[config.mk]
export PLATFORM = sky130hd
export DESIGN_NAME = led_display_arbiter
export DESIGN_NICKNAME = d
export VERILOG_FILES = /design/src/rtl/led_arb_pkg.sv /design/src/rtl/led_tick_gen.sv /design/src/rtl/led_display_arbiter.sv
export SDC_FILE = /design/constraint.sdc
export NUM_CORES = 1
export LEC_CHECK = 0
export ABC_AREA = 1
export BUFFER_PORTS_ARGS = -buffer_cell sky130_fd_sc_hd__clkbuf_2
export CORE_UTILIZATION = 53
export DETAILED_ROUTE_END_ITERATION = 8
export PLACE_DENSITY = 0.79
export SYNTH_ARGS = -nofsm -noshare
export SYNTH_HDL_FRONTEND = slang
export SYNTH_SLANG_ARGS = --single-unit
export TNS_END_PERCENT = 10
[constraint.sdc]
create_clock -name sys_clk -period 4.6 [get_ports sys_clk]
set_clock_uncertainty 0.15 [all_clocks]
set_input_delay 0.46 -clock sys_clk [delete_from_list [all_inputs] [get_ports sys_clk]]
set_output_delay 0.46 -clock sys_clk [all_outputs]
set_load 0.02 [all_outputs]
[src/rtl/led_arb_pkg.sv]
// Shared types and helpers for the LED display arbiter.
package led_arb_pkg;

  localparam int unsigned LED_W = 8;

  typedef enum logic [1:0] {
    MODE_STATIC = 2'd0,
    MODE_ROT    = 2'd1,
    MODE_BLINK  = 2'd2,
    MODE_CNT    = 2'd3
  } mode_t;

  typedef enum logic [1:0] {
    IDLE = 2'd0,
    RUN  = 2'd1,
    DONE = 2'd2
  } state_t;

  // Next LED value for one display step; blink alternates between pattern and dark.
  function automatic logic [LED_W-1:0] led_step(input mode_t mode,
                                                input logic [LED_W-1:0] cur,
                                                input logic [LED_W-1:0] pat);
    logic [LED_W-1:0] nxt;
    case (mode)
      MODE_ROT:   nxt = {cur[LED_W-2:0], cur[LED_W-1]};
      MODE_BLINK: nxt = (cur == pat) ? '0 : pat;
      MODE_CNT:   nxt = cur + LED_W'(1);
      default:    nxt = cur;
    endcase
    return nxt;
  endfunction

endpackage

[src/rtl/led_tick_gen.sv]
// Display-step prescaler: counts 0..TICK_DIV-1, tick_c_o flags the terminal count.
module led_tick_gen #(
  parameter int unsigned TICK_DIV = 25000000
) (
  input  logic clk_i,
  input  logic rst_i,
  input  logic clr_i,
  output logic tick_c_o
);

  localparam int unsigned CNT_W = $clog2(TICK_DIV);

  logic [CNT_W-1:0] cnt_q;

  assign tick_c_o = (cnt_q == CNT_W'(TICK_DIV - 1));

  always_ff @(posedge clk_i) begin
    if (rst_i || clr_i || tick_c_o) begin
      cnt_q <= '0;
    end else begin
      cnt_q <= cnt_q + CNT_W'(1);
    end
  end

endmodule

[src/rtl/led_display_arbiter.sv]
// Round-robin owner of the LED bank; plays the winner's pattern for a latched tick count.
// Optional LED_IDLE_CHASE_EN: one-hot chase on the LEDs while no requester owns the bank.
module led_display_arbiter
  import led_arb_pkg::*;
#(
  parameter int unsigned N_REQ    = 4,
  parameter int unsigned TICK_DIV = 25000000,
  parameter int unsigned DUR_W    = 8
) (
  input  logic                     sys_clk,
  input  logic                     sys_rst,
  input  logic [N_REQ-1:0]         req,
  input  logic [2*N_REQ-1:0]       req_mode,
  input  logic [LED_W*N_REQ-1:0]   req_pat,
  input  logic [DUR_W*N_REQ-1:0]   req_dur,
  output logic [N_REQ-1:0]         grant,
  output logic [N_REQ-1:0]         done,
  output logic                     busy,
  output logic                     tick,
  output logic [LED_W-1:0]         LED
);

  localparam int unsigned IDX_W = (N_REQ > 1) ? $clog2(N_REQ) : 1;

  state_t             state_q;
  logic [IDX_W-1:0]   rr_ptr_q;
  mode_t              mode_q;
  logic [LED_W-1:0]   pat_q;
  logic [DUR_W-1:0]   rem_q;
  logic [N_REQ-1:0]   grant_q;
  logic [N_REQ-1:0]   done_q;
  logic               busy_q;
  logic               tick_q;
  logic [LED_W-1:0]   led_q;

  logic               tick_c;
  logic               presc_clr_c;
  logic [LED_W-1:0]   idle_led_c;
  logic [IDX_W:0]     pick_c;
  logic               win_vld_c;
  logic [IDX_W-1:0]   win_idx_c;
  mode_t              sel_mode_c;
  logic [LED_W-1:0]   sel_pat_c;
  logic [DUR_W-1:0]   sel_dur_c;
  logic               owner_req_c;

  // First set request after ptr, wrapping; MSB of the result is the valid flag.
  function automatic logic [IDX_W:0] rr_pick(input logic [N_REQ-1:0] r,
                                             input logic [IDX_W-1:0] ptr);
    logic [IDX_W:0] res;
    int             idx;
    res = '0;
    for (int k = int'(N_REQ); k >= 1; k--) begin
      idx = (int'(ptr) + k) % int'(N_REQ);
      if (r[IDX_W'(idx)]) res = {1'b1, IDX_W'(idx)};
    end
    return res;
  endfunction

  assign pick_c      = rr_pick(req, rr_ptr_q);
  assign win_vld_c   = pick_c[IDX_W];
  assign win_idx_c   = pick_c[IDX_W-1:0];
  assign owner_req_c = |(req & grant_q);

  always_comb begin
    sel_mode_c = MODE_STATIC;
    sel_pat_c  = '0;
    sel_dur_c  = '0;
    for (int i = 0; i < int'(N_REQ); i++) begin
      if (win_idx_c == IDX_W'(i)) begin
        sel_mode_c = mode_t'(req_mode[2*i +: 2]);
        sel_pat_c  = req_pat[LED_W*i +: LED_W];
        sel_dur_c  = req_dur[DUR_W*i +: DUR_W];
      end
    end
  end

`ifdef LED_IDLE_CHASE_EN
  logic [LED_W-1:0] chase_q;
  logic [LED_W-1:0] chase_d;

  assign chase_d     = tick_c ? {chase_q[LED_W-2:0], chase_q[LED_W-1]} : chase_q;
  assign idle_led_c  = chase_d;
  assign presc_clr_c = (state_q == IDLE) && win_vld_c;

  // Chase restarts from bit 0 every time the bank is released.
  always_ff @(posedge sys_clk) begin
    if (sys_rst || state_q == RUN) begin
      chase_q <= LED_W'(1);
    end else begin
      chase_q <= chase_d;
    end
  end
`else
  assign idle_led_c  = '0;
  assign presc_clr_c = (state_q != RUN);
`endif

  led_tick_gen #(.TICK_DIV(TICK_DIV)) u_tick_gen (
    .clk_i    (sys_clk),
    .rst_i    (sys_rst),
    .clr_i    (presc_clr_c),
    .tick_c_o (tick_c)
  );

  always_ff @(posedge sys_clk) begin
    if (sys_rst) begin
      state_q  <= IDLE;
      rr_ptr_q <= IDX_W'(N_REQ - 1);
      mode_q   <= MODE_STATIC;
      pat_q    <= '0;
      rem_q    <= '0;
      grant_q  <= '0;
      done_q   <= '0;
      busy_q   <= 1'b0;
      tick_q   <= 1'b0;
      led_q    <= '0;
    end else begin
      done_q <= '0;
      tick_q <= 1'b0;
      case (state_q)
        IDLE: begin
          if (win_vld_c) begin
            state_q  <= RUN;
            rr_ptr_q <= win_idx_c;
            mode_q   <= sel_mode_c;
            pat_q    <= sel_pat_c;
            rem_q    <= (sel_dur_c == '0) ? DUR_W'(1) : sel_dur_c;
            grant_q  <= N_REQ'(1) << win_idx_c;
            led_q    <= sel_pat_c;
            busy_q   <= 1'b1;
          end else begin
            led_q <= idle_led_c;
          end
        end
        RUN: begin
          // Abort outranks a coincident tick: a withdrawn requester never sees done.
          if (!owner_req_c) begin
            state_q <= IDLE;
            grant_q <= '0;
            led_q   <= '0;
            busy_q  <= 1'b0;
          end else if (tick_c) begin
            if (rem_q == DUR_W'(1)) begin
              state_q <= DONE;
              done_q  <= grant_q;
              grant_q <= '0;
              led_q   <= '0;
              busy_q  <= 1'b0;
            end else begin
              rem_q  <= rem_q - DUR_W'(1);
              led_q  <= led_step(mode_q, led_q, pat_q);
              tick_q <= 1'b1;
            end
          end
        end
        DONE: begin
          state_q <= IDLE;
          led_q   <= idle_led_c;
        end
        default: begin
          state_q <= IDLE;
        end
      endcase
    end
  end

  assign grant = grant_q;
  assign done  = done_q;
  assign busy  = busy_q;
  assign tick  = tick_q;
  assign LED   = led_q;

endmodule

Word level (Yosys, flattened, before mapping) --
Index checks and enable logic that the tools add are counted.
Operators by class: multiplexer cells 57, shift-type cells 1, order comparisons 4, bitwise logic cells 5, reduce and logical (&&, ||, !) cells 15, eq/ne operators 19, $add $sub $neg 7
Operator list (number):
- $mux 8 | 18
- $pmux 8 s3 | 2
- $add 25x1->25 const B | 1
- $eq 25x25->1 const B | 1
- $lt 2x4->1 const B | 4
- $mux 2 | 8
- $mux 4 | 4
- $pmux 8 s2 | 1
- $mux 1 | 13
- $mux 3 | 4
- $eq 2x2->1 const B | 5
- $add 8x1->8 const B | 1
- $bmux 1 s2 | 4
- $eq 8x1->1 const B | 1
- $eq 8x8->1 | 1
- $logic_not 8->1 | 1
- $pmux 4 s2 | 1
- $reduce_or 4->1 | 2
- $sub 8x1->8 const B | 1
- $eq 2x1->1 const B | 3
- $ne 2x2->1 const B | 3
- $ne 6x6->1 const B | 1
- $reduce_and 3->1 | 2
- $reduce_and 5->1 | 1
- other kinds (17) | 25
Storage, ports and cells: logic and storage cells 119, output and inout port bits 18, bits of input ports 78, register bits after elaboration 65

Depth between registers and ports, before layout --
Gate-level depths: netlist of run 1.
depth after elaboration 17, gate-level depth with buffers 21

By module --
Synthesis of run 1 repeated with hierarchy kept, for this count alone.
Unflattened totals: cells, all modules 679, area, all modules 4416.7 um^2
By module, submodules not included:
- led_display_arbiter | times used 1, sequential area each 800.8 um^2, cells an instance 467, area an instance 3034.2 um^2
- led_tick_gen | times used 1, sequential area each 500.5 um^2, cells an instance 212, area an instance 1382.6 um^2

Least setup slack after synthesis of run 1 --
OpenSTA, ideal clock, no wires.
path kind register -> register, from register u_tick_gen.cnt_q[0], to register u_tick_gen.cnt_q[22], buffers on the path 0, stages on the path, launching flop included 13, data required time 4.333 ns, arrival time 1.851 ns, setup slack 2.481 ns, path through dfxtp_1 -> ha_1 -> nand2_1 -> nor2_1 -> nand2_1 -> nor2_1 -> nand4_1 -> nor2_1 -> nand3_1 -> nor3b_1 -> nand3_1 -> o21bai_1 -> a21oi_1
On the way: word-level cells in the longest chain between the ends 2, elaborated cells on any way between the ends 3
RTL lines:
- from (decl) | line led_tick_gen.sv:13 | logic [CNT_W-1:0] cnt_q;
- from (signal assigned) | line led_tick_gen.sv:21 | cnt_q <= cnt_q + CNT_W'(1);
- parallel branches: the longest is 2 deep, another holds $add 25x1->25
Parallel ways; which one is timed is not known. A chain may end at the register's enable or synchronous reset.

Worst setup path after layout of run 1 --
from register rr_ptr_q[0], to register pat_q[3]
On the way: word-level cells in the longest chain between the ends 13, elaborated cells on any way between the ends 29
RTL lines:
- from (decl) | line led_display_arbiter.sv:26 | logic [IDX_W-1:0] rr_ptr_q;
- from (signal assigned) | line led_display_arbiter.sv:109 | rr_ptr_q <= IDX_W'(N_REQ - 1);
- from (signal assigned) | line led_display_arbiter.sv:125 | rr_ptr_q <= win_idx_c;
- $add 2x1->2 | line led_display_arbiter.sv:54 | idx = (int'(ptr) + k) % int'(N_REQ);
- $bmux 1 s2 | line led_display_arbiter.sv:55 | if (r[IDX_W'(idx)]) res = {1'b1, IDX_W'(idx)};
- $mux 1 (implied by the code) (2 in a row) | line led_display_arbiter.sv:55
- $mux 3 (3 in a row) | line led_display_arbiter.sv:55
- $mux 3 * | line led_display_arbiter.sv:55
- $logic_not 2->1 | line led_display_arbiter.sv:70 | if (win_idx_c == IDX_W'(i)) begin
- $mux 8 (4 in a row) | line led_display_arbiter.sv:70
- to (signal assigned) | line led_display_arbiter.sv:127 | pat_q <= sel_pat_c;
- to (decl) | line led_display_arbiter.sv:28 | logic [LED_W-1:0] pat_q;
Every way passes the cells marked *; elsewhere a longest branch is shown, timed or not. The select of a mux whose other input is x is not followed.

==> results of run 1 <==
metal layers:
layer  vias up  routed length [um]
li1       2255                   -
met1      1955                4680
met2       169                5120
met3        11                 694
met4         0                 145
met5         -                   0
cell type report:
class / instances / area [um2] / area share
clock buffer: 10 / 138 / 0.0279
clock inverter: 6 / 91.3 / 0.0185
inverter: 82 / 320 / 0.0649
multi-input combinational: 456 / 2470 / 0.500
sequential: 65 / 1300 / 0.264
tap: 102 / 128 / 0.0259
timing repair buffer: 97 / 490 / 0.0994
flip-flops by register name, indices dropped and copies added (netlist names):
register          cells
LED                   8
busy                  1
pat_q                 8
grant                 4
u_tick_gen.cnt_q     25
tick                  1
done                  4
mode_q                2
rem_q                 8
state_q               2
rr_ptr_q              2
synthesized netlist by cell type (2+ instances only):
cell type	instances	area [um2]
a21oi_1	44	220
a221oi_1	4	35.0
a22o_1	2	17.5
a22oi_1	2	15.0
a31oi_1	12	75.1
buf_6	5	56.3
clkbuf_1	11	41.3
dfxtp_1	65	1300
ha_1	7	87.6
inv_1	77	289
inv_2	2	7.51
inv_4	2	12.5
nand2_1	122	458
nand2_2	17	106
nand2_4	3	33.8
nand3_1	30	150
nand3_2	4	40.0
nand4_1	22	138
nor2_1	62	233
nor2_2	2	12.5
nor2_4	3	33.8
nor3_1	17	85.1
nor3b_1	10	75.1
nor4_2	2	25.0
o2111ai_1	3	26.3
o211ai_1	3	22.5
o21a_1	2	15.0
o21ai_0	37	185
o21ai_1	9	45.0
o21bai_1	2	15.0
o221ai_1	2	17.5
o22ai_1	3	18.8
or2_1	3	18.8
xnor2_1	6	52.6
xor2_1	13	114
metrics by stage:
stage	utilization	setup WS, ns	cell area [um2]	cells
4_1_cts	0.639	1.92	4940	818
2_1_floorplan	-	2.48	4220	623
3_5_place_dp	0.609	1.93	4710	802
3_3_place_gp	0.609	1.96	4710	802
5_1_grt	0.639	1.69	4940	818
6_report	0.639	1.92	4940	818
tightest hold or removal path, cell delays in order:
cell	delay, ns
clkbuf_2	0.08
nand2_1	0.05
a31oi_1	0.07
kinds of logic (layout without fill, tap and decap cells):
logic type | count (synthesis) | in the layout | synth area share
xor+xnor | 19 | 19 | 0.0395
flops | 65 | 65 | 0.309
compound gates | 128 | 128 | 0.176
simple gates | 302 | 302 | 0.349
buf+inv | 102 | 195 | 0.106
fa+ha+maj | 7 | 7 | 0.0208
power breakdown:
group / switching (mW) / internal (mW) / leakage (nW)
combinational: 1.49 / 0.740 / 1.61
sequential: 0.131 / 0.689 / 0.531
clock: 0.228 / 0.321 / 0.105
worst max-delay path by stage:
stage | start | to | slack, ns | cells past startpoint
3_5_place_dp | sys_rst | u_tick_gen.cnt_q[14]$_SDFF_PP0_ | 1.93 | 5
5_1_grt | rr_ptr_q[0]$_SDFFE_PP1P_ | rem_q[0]$_SDFFE_PP0P_ | 1.69 | 18
2_1_floorplan | u_tick_gen.cnt_q[0]$_SDFF_PP0_ | u_tick_gen.cnt_q[22]$_SDFF_PP0_ | 2.48 | 12
4_1_cts | rr_ptr_q[0]$_SDFFE_PP1P_ | rem_q[0]$_SDFFE_PP0P_ | 1.92 | 15
6_report | rr_ptr_q[0]$_SDFFE_PP1P_ | pat_q[3]$_SDFFE_PP0P_ | 1.92 | 13
3_3_place_gp | sys_rst | u_tick_gen.cnt_q[22]$_SDFF_PP0_ | 1.96 | 5
==> impl_results.md, run 1 <==
- CP Buf/Inv Count: 3
- Slowest library cell on the worst path: dfxtp_1
- Syn-to-layout area delta: 17.0%
- CTS tree: built
- Largest net degree at the start of global routing: 26
- Share of cells above drive strength 1: 0.215
- Final period util: 0.582
- First-pass iteration count of the detailed router: 5
- Drt first-iter violations: approximately 330
- Ports: between 90 and 100
- Syn Area/Cell: 6.77 um2
- IO Port Bufs: 95
- Clock slew at reported path FFs: 0.07 ns
- CTS root buf: clkbuf_8
- Via density: 5.37
- HP Start: req_mode[7]
- Startpoint types: flop
- Sequential area share after synthesis: 0.309
- CTS Buf Count: 9
- Post-CTS resize count: 0
- Total track usage: 0.267
- Outcome: complete, no violations
- Vias in the first global route: 4131
- Commonest cells after routing, fill and taps aside: nand2_1 (122), clkbuf_2 (95), inv_1 (77)
- WHS Endpoint: mode_q[1]$_SDFFE_PP0P_
- CTS Hold Bufs: 0
- Synth Cell Area: 4220 um2
- Endpoint class of the critical path: flop
- Number of max-cap violations: 0
- Worst-path cell chain: inv_8, nand2_2, nand2_2, o21ai_0, nand2_1, nand2_1, nand2_2, nor2_4, inv_1, o221ai_1, nand2_1, o21ai_0, inv_1
- Worst Tran Pin Value: between 0.9 and 1 ns
- Initial core utilization: 0.546
- Crit path max fanout: 16
- Length in cells of the worst reg-to-reg path: 13
- Setup_tns: 0 ns
- Top FF cell, synth: dfxtp_1
- FP Rows: 32
- Syn_nets: 708
- Post-synth EDFFs: 0
- Die outline width: ~91 um
- Worst endpoint required time: roughly 4.7 ns
- Clk_lat worst skew: approximately 0.34 ns
- Final #Nets: 796
- Die Height: 91.2 um
- Final setup fails: 0
- TritonCTS Sinks: 65
- Core area: around 7700 um2
- RSZ-0062 raised after global routing: no
- Gp weighted congestion: between 0.9 and 1
- Detail Route Antenna Nets: 0
- WHS: 0.219 ns
- Total global routing overflow: 0
- # fillers: 702
- Min Tclk post-route: 2.68 ns
- Power density over the cells: 728 nW/um2
- Most common cell after layout, fill and taps aside: nand2_1
- N_diodes: 0
- Routed len/inst: between 10 and 15 um
- Critical path's top delay family: simple AND/OR/NAND/NOR gates
- WHS Path Cells: 3
- Residual DRC: 0
- Die ar.: 8320 um2
- Detailed placer's ending HPWL: 8230 um
- Mapped Cells: 623
- Synth Register Bits: 65
- H-tree depth: 3
- Fmax: 373 MHz
- First-pass GRT wire length: roughly 18000 um
- FF-to-FF End: pat_q[3]$_SDFFE_PP0P_
- Met2 usage: 0.466
- Met3 Track Usage GR: 0.0293
- Crit-path max cell delay: 0.58 ns
- Top Usage Layer GRT: met2
- Met1 Usage GRT: 0.336
- Crit path kind: flop to flop
- Async S/R FF share, synth: 0
- RR Startpoint: rr_ptr_q[0]$_SDFFE_PP1P_
- Synth cell types: 48
- Drt total wl: 10600 um
- Leakage: around 2.2 nW
- Critical path arrival: 2.76 ns
- Max-slew violations: 0
- Pwr Total: around 3.6 mW
- Max clock buf depth: 2
- Setup Fix Bufs, Post-CTS: 0
- Slew margin rel.: 0.397
- DR vias: between 4000 and 5000
- Synth warnings: 0
- Final Hold Vio Count: 0
- Initial antenna violation count: 0
- Hold crit path type: input port to flop
- R2R Setup Slk: 1.92 ns
- Peak VDD IR: 0.517 mV
Note: power is estimated with default switching activity, not from simulation.
==> inputs of run 2 (changes only) <==
--- a/config.mk
+++ b/config.mk
@@ -7,9 +7,9 @@
 export LEC_CHECK = 0
 export ABC_AREA = 1
 export BUFFER_PORTS_ARGS = -buffer_cell sky130_fd_sc_hd__clkbuf_2
-export CORE_UTILIZATION = 53
+export CORE_UTILIZATION = 50
 export DETAILED_ROUTE_END_ITERATION = 8
-export PLACE_DENSITY = 0.79
+export PLACE_DENSITY = 0.78
 export SYNTH_ARGS = -nofsm -noshare
 export SYNTH_HDL_FRONTEND = slang
 export SYNTH_SLANG_ARGS = --single-unit
==> constraint.sdc (replaced) <==
create_clock -name sys_clk -period 2.2 [get_ports sys_clk]
set_clock_uncertainty 0.15 [all_clocks]
set_input_delay 0.22 -clock sys_clk [delete_from_list [all_inputs] [get_ports sys_clk]]
set_output_delay 0.22 -clock sys_clk [all_outputs]
set_load 0.02 [all_outputs]
==> run 2 against run 1 <==
Compared with the run above: the run now ends with hold timing, setup timing left; first-iteration DRC count increased by 85%; highest routed layer unchanged; maximum frequency increased by 1.1%; die area increased by 5.9%; sequential share of layout area decreased by 5.8 points; clock power increased by 130%; largest cell class unchanged; global-route usage increased by 2.8 points; critical endpoint is now rem_q[0]$_SDFFE_PP0P_; count of clock-buffer cells in the layout increased by 1.
==> impl_results.md, run 2 (synthesis results as in run 1) <==
- Cell Count, Final, Fillers Out: 924
- H-tree depth: 3
- Worst Tran Pin Value: 0.488 ns
- Setup_tns: -5.37 ns
- Core area: 8180 um2
- Pwr Total: ~11 mW
- Detail Route Antenna Nets: 0
- Die Height: 93.8 um
- Clk_lat worst skew: around 0.36 ns
- Final period util: 1.20
- TritonCTS Sinks: 65
- RSZ-0062 raised after global routing: yes
- Crit path top cell by count: nand2_1
- Residual DRC: 0
- Most common cell after layout, fill and taps aside: nand2_1
- Die outline width: 93.8 um
- Fin util: 0.779
- Hold crit path type: input port to flop
- DP Cell Count: 853
- Critical path's top delay family: simple AND/OR/NAND/NOR gates
- Ports: 96
- First-pass GRT wire length: 20600 um
- Die ar.: 8810 um2
- Min Tclk post-route: about 2.6 ns
- CTS Buf Count: 9
- Syn-to-layout area delta: 51.1%
- CTS root buf: clkbuf_8
- Total track usage: 0.295
- Number of flip-flops in the largest register: 25
- Clock slew at reported path FFs: around 0.08 ns
- Worst endpoint required time: 2.34 ns
- FP Rows: 33
- Max clock buf depth: 2
- WHS Path Cells: 3
- Initial core utilization: 0.516
- Routed len/inst: 18.1 um
- CP Depth: 19
- Top reg by flops: u_tick_gen.cnt_q
- DR vias: 5483
- Drt total wl: roughly 17000 um
- # fillers: roughly 500
- Startpoint types: flop
- Gp weighted congestion: 0.921
- Leakage: 2.98 nW
- Power density over the cells: 1720 nW/um2
- IO Port Bufs: 95
- Number of max-cap violations: 0
- First-pass iteration count of the detailed router: 6
- Endpoint class of the critical path: flop
- Worst-path cell chain: buf_12, nand2_2, nand3_4, nand2_2, inv_2, nand2_4, nand2_4, nand2_8, buf_6, nand2_4, nand3_1, nand3_1, nor2_1, nand2_1, nor2_1, nand2_1, nand2_1, nand2_1, a21oi_2
- Crit path kind: flop to flop
- Length in cells of the worst reg-to-reg path: 19
- CTS tree: built
- Initial antenna violation count: 0
- Slowest library cell on the worst path: dfxtp_4
- Final #Nets: 899
- Drt first-iter violations: around 610
- Failing checks: hold timing, setup timing
- Total global routing overflow: 0
- Largest net degree at the start of global routing: 26
- Critical path arrival: 2.79 ns
- N_diodes: 0
- Outcome: finished with violations
- CP Buf/Inv Count: 3
- Commonest cells after routing, fill and taps aside: nand2_1 (103), clkbuf_2 (95), buf_4 (69)
- Final Hold Vio Count: 1
- Share of cells above drive strength 1: 0.402
- Crit-path max cell delay: 0.37 ns
- Detailed placer's ending HPWL: 8930 um
- Final setup fails: 42
- Slew margin rel.: 0.672
- Max-slew violations: 0
- Peak VDD IR: 1.52 mV
- Vias in the first global route: 4669
- Fmax: 377 MHz
- WHS: -0.000594 ns
- Crit path max fanout: 8
- Via density: 5.93
- Setup WS post-layout: -0.449 ns
-- run 2: cell types whose count changed in the layout (fill, tap and decap cells not counted), moves of 7 or more --
cell and change:
o21ai_0 -8, nor2_1 -13, inv_2 +7, nand3_1 -9
nand2_1 -19, nand2_4 +19, inv_1 -9, buf_4 +67
nor2_2 +12, buf_6 +20, buf_12 +7
-- run 2: routing by layer --
layer	vias up	GRT usage	part of all wire
met5	-	0	0
li1	2460	-	-
met4	0	0.135	0.072
met3	115	0.0437	0.077
met2	387	0.515	0.48
met1	2521	0.356	0.37
-- run 2: metrics by stage --
step | setup slack [ns] | cell area [um2]
floorplan | 0.0813 | 4220
finish | -0.449 | 6370
CTS | -0.0984 | 5690
global route | -0.512 | 6370
detailed placement | -0.150 | 5130
global placement | -0.0645 | 5130
-- run 2: timing repair --
item | 4_1_cts | 5_1_grt
hold buffers | 5 | 0
gates cloned | 0 | 4
resized for setup | 28 | 118
setup endpoints to repair | 28 | 47
setup buffers | 24 | 23
pin swaps | 10 | 51
endpoints found under the hold margin | 3 | 0
-- run 2: final timing paths --
check / startpoint / endpoint / slack (ns)
setup / recovery: rr_ptr_q[0]$_SDFFE_PP1P_ / rem_q[0]$_SDFFE_PP0P_ / -0.45
hold / removal: req_pat[20] / pat_q[4]$_SDFFE_PP0P_ / -0.0006
setup reg to reg: rr_ptr_q[0]$_SDFFE_PP1P_ / rem_q[0]$_SDFFE_PP0P_ / -0.45
hold reg to reg: busy$_SDFFE_PP0P_ / busy$_SDFFE_PP0P_ / 0.34
-- run 2: area by class of cell --
type                    instances  area, um2  area share
clock buffers                  11        141      0.0222
flip-flops and latches         65       1310       0.205
repair buffers                197       1430       0.225
inverters                      82        337      0.0528
multi-input cells             459       2920       0.458
clock inverters                 5        103      0.0161
well taps                     105        131      0.0206
-- run 2: tightest hold or removal path, stage by stage --
cell and delay, ns:
clkbuf_2 0.08, a21oi_1 0.07, a31oi_1 0.11
-- run 2: report_power, final --
part / total (mW) / switching, mW / internal [mW]
combinational: 7.95 / 4.72 / 3.23
sequential: 1.69 / 0.246 / 1.45
clock: 1.28 / 0.500 / 0.782
total: 10.9 / 5.47 / 5.46
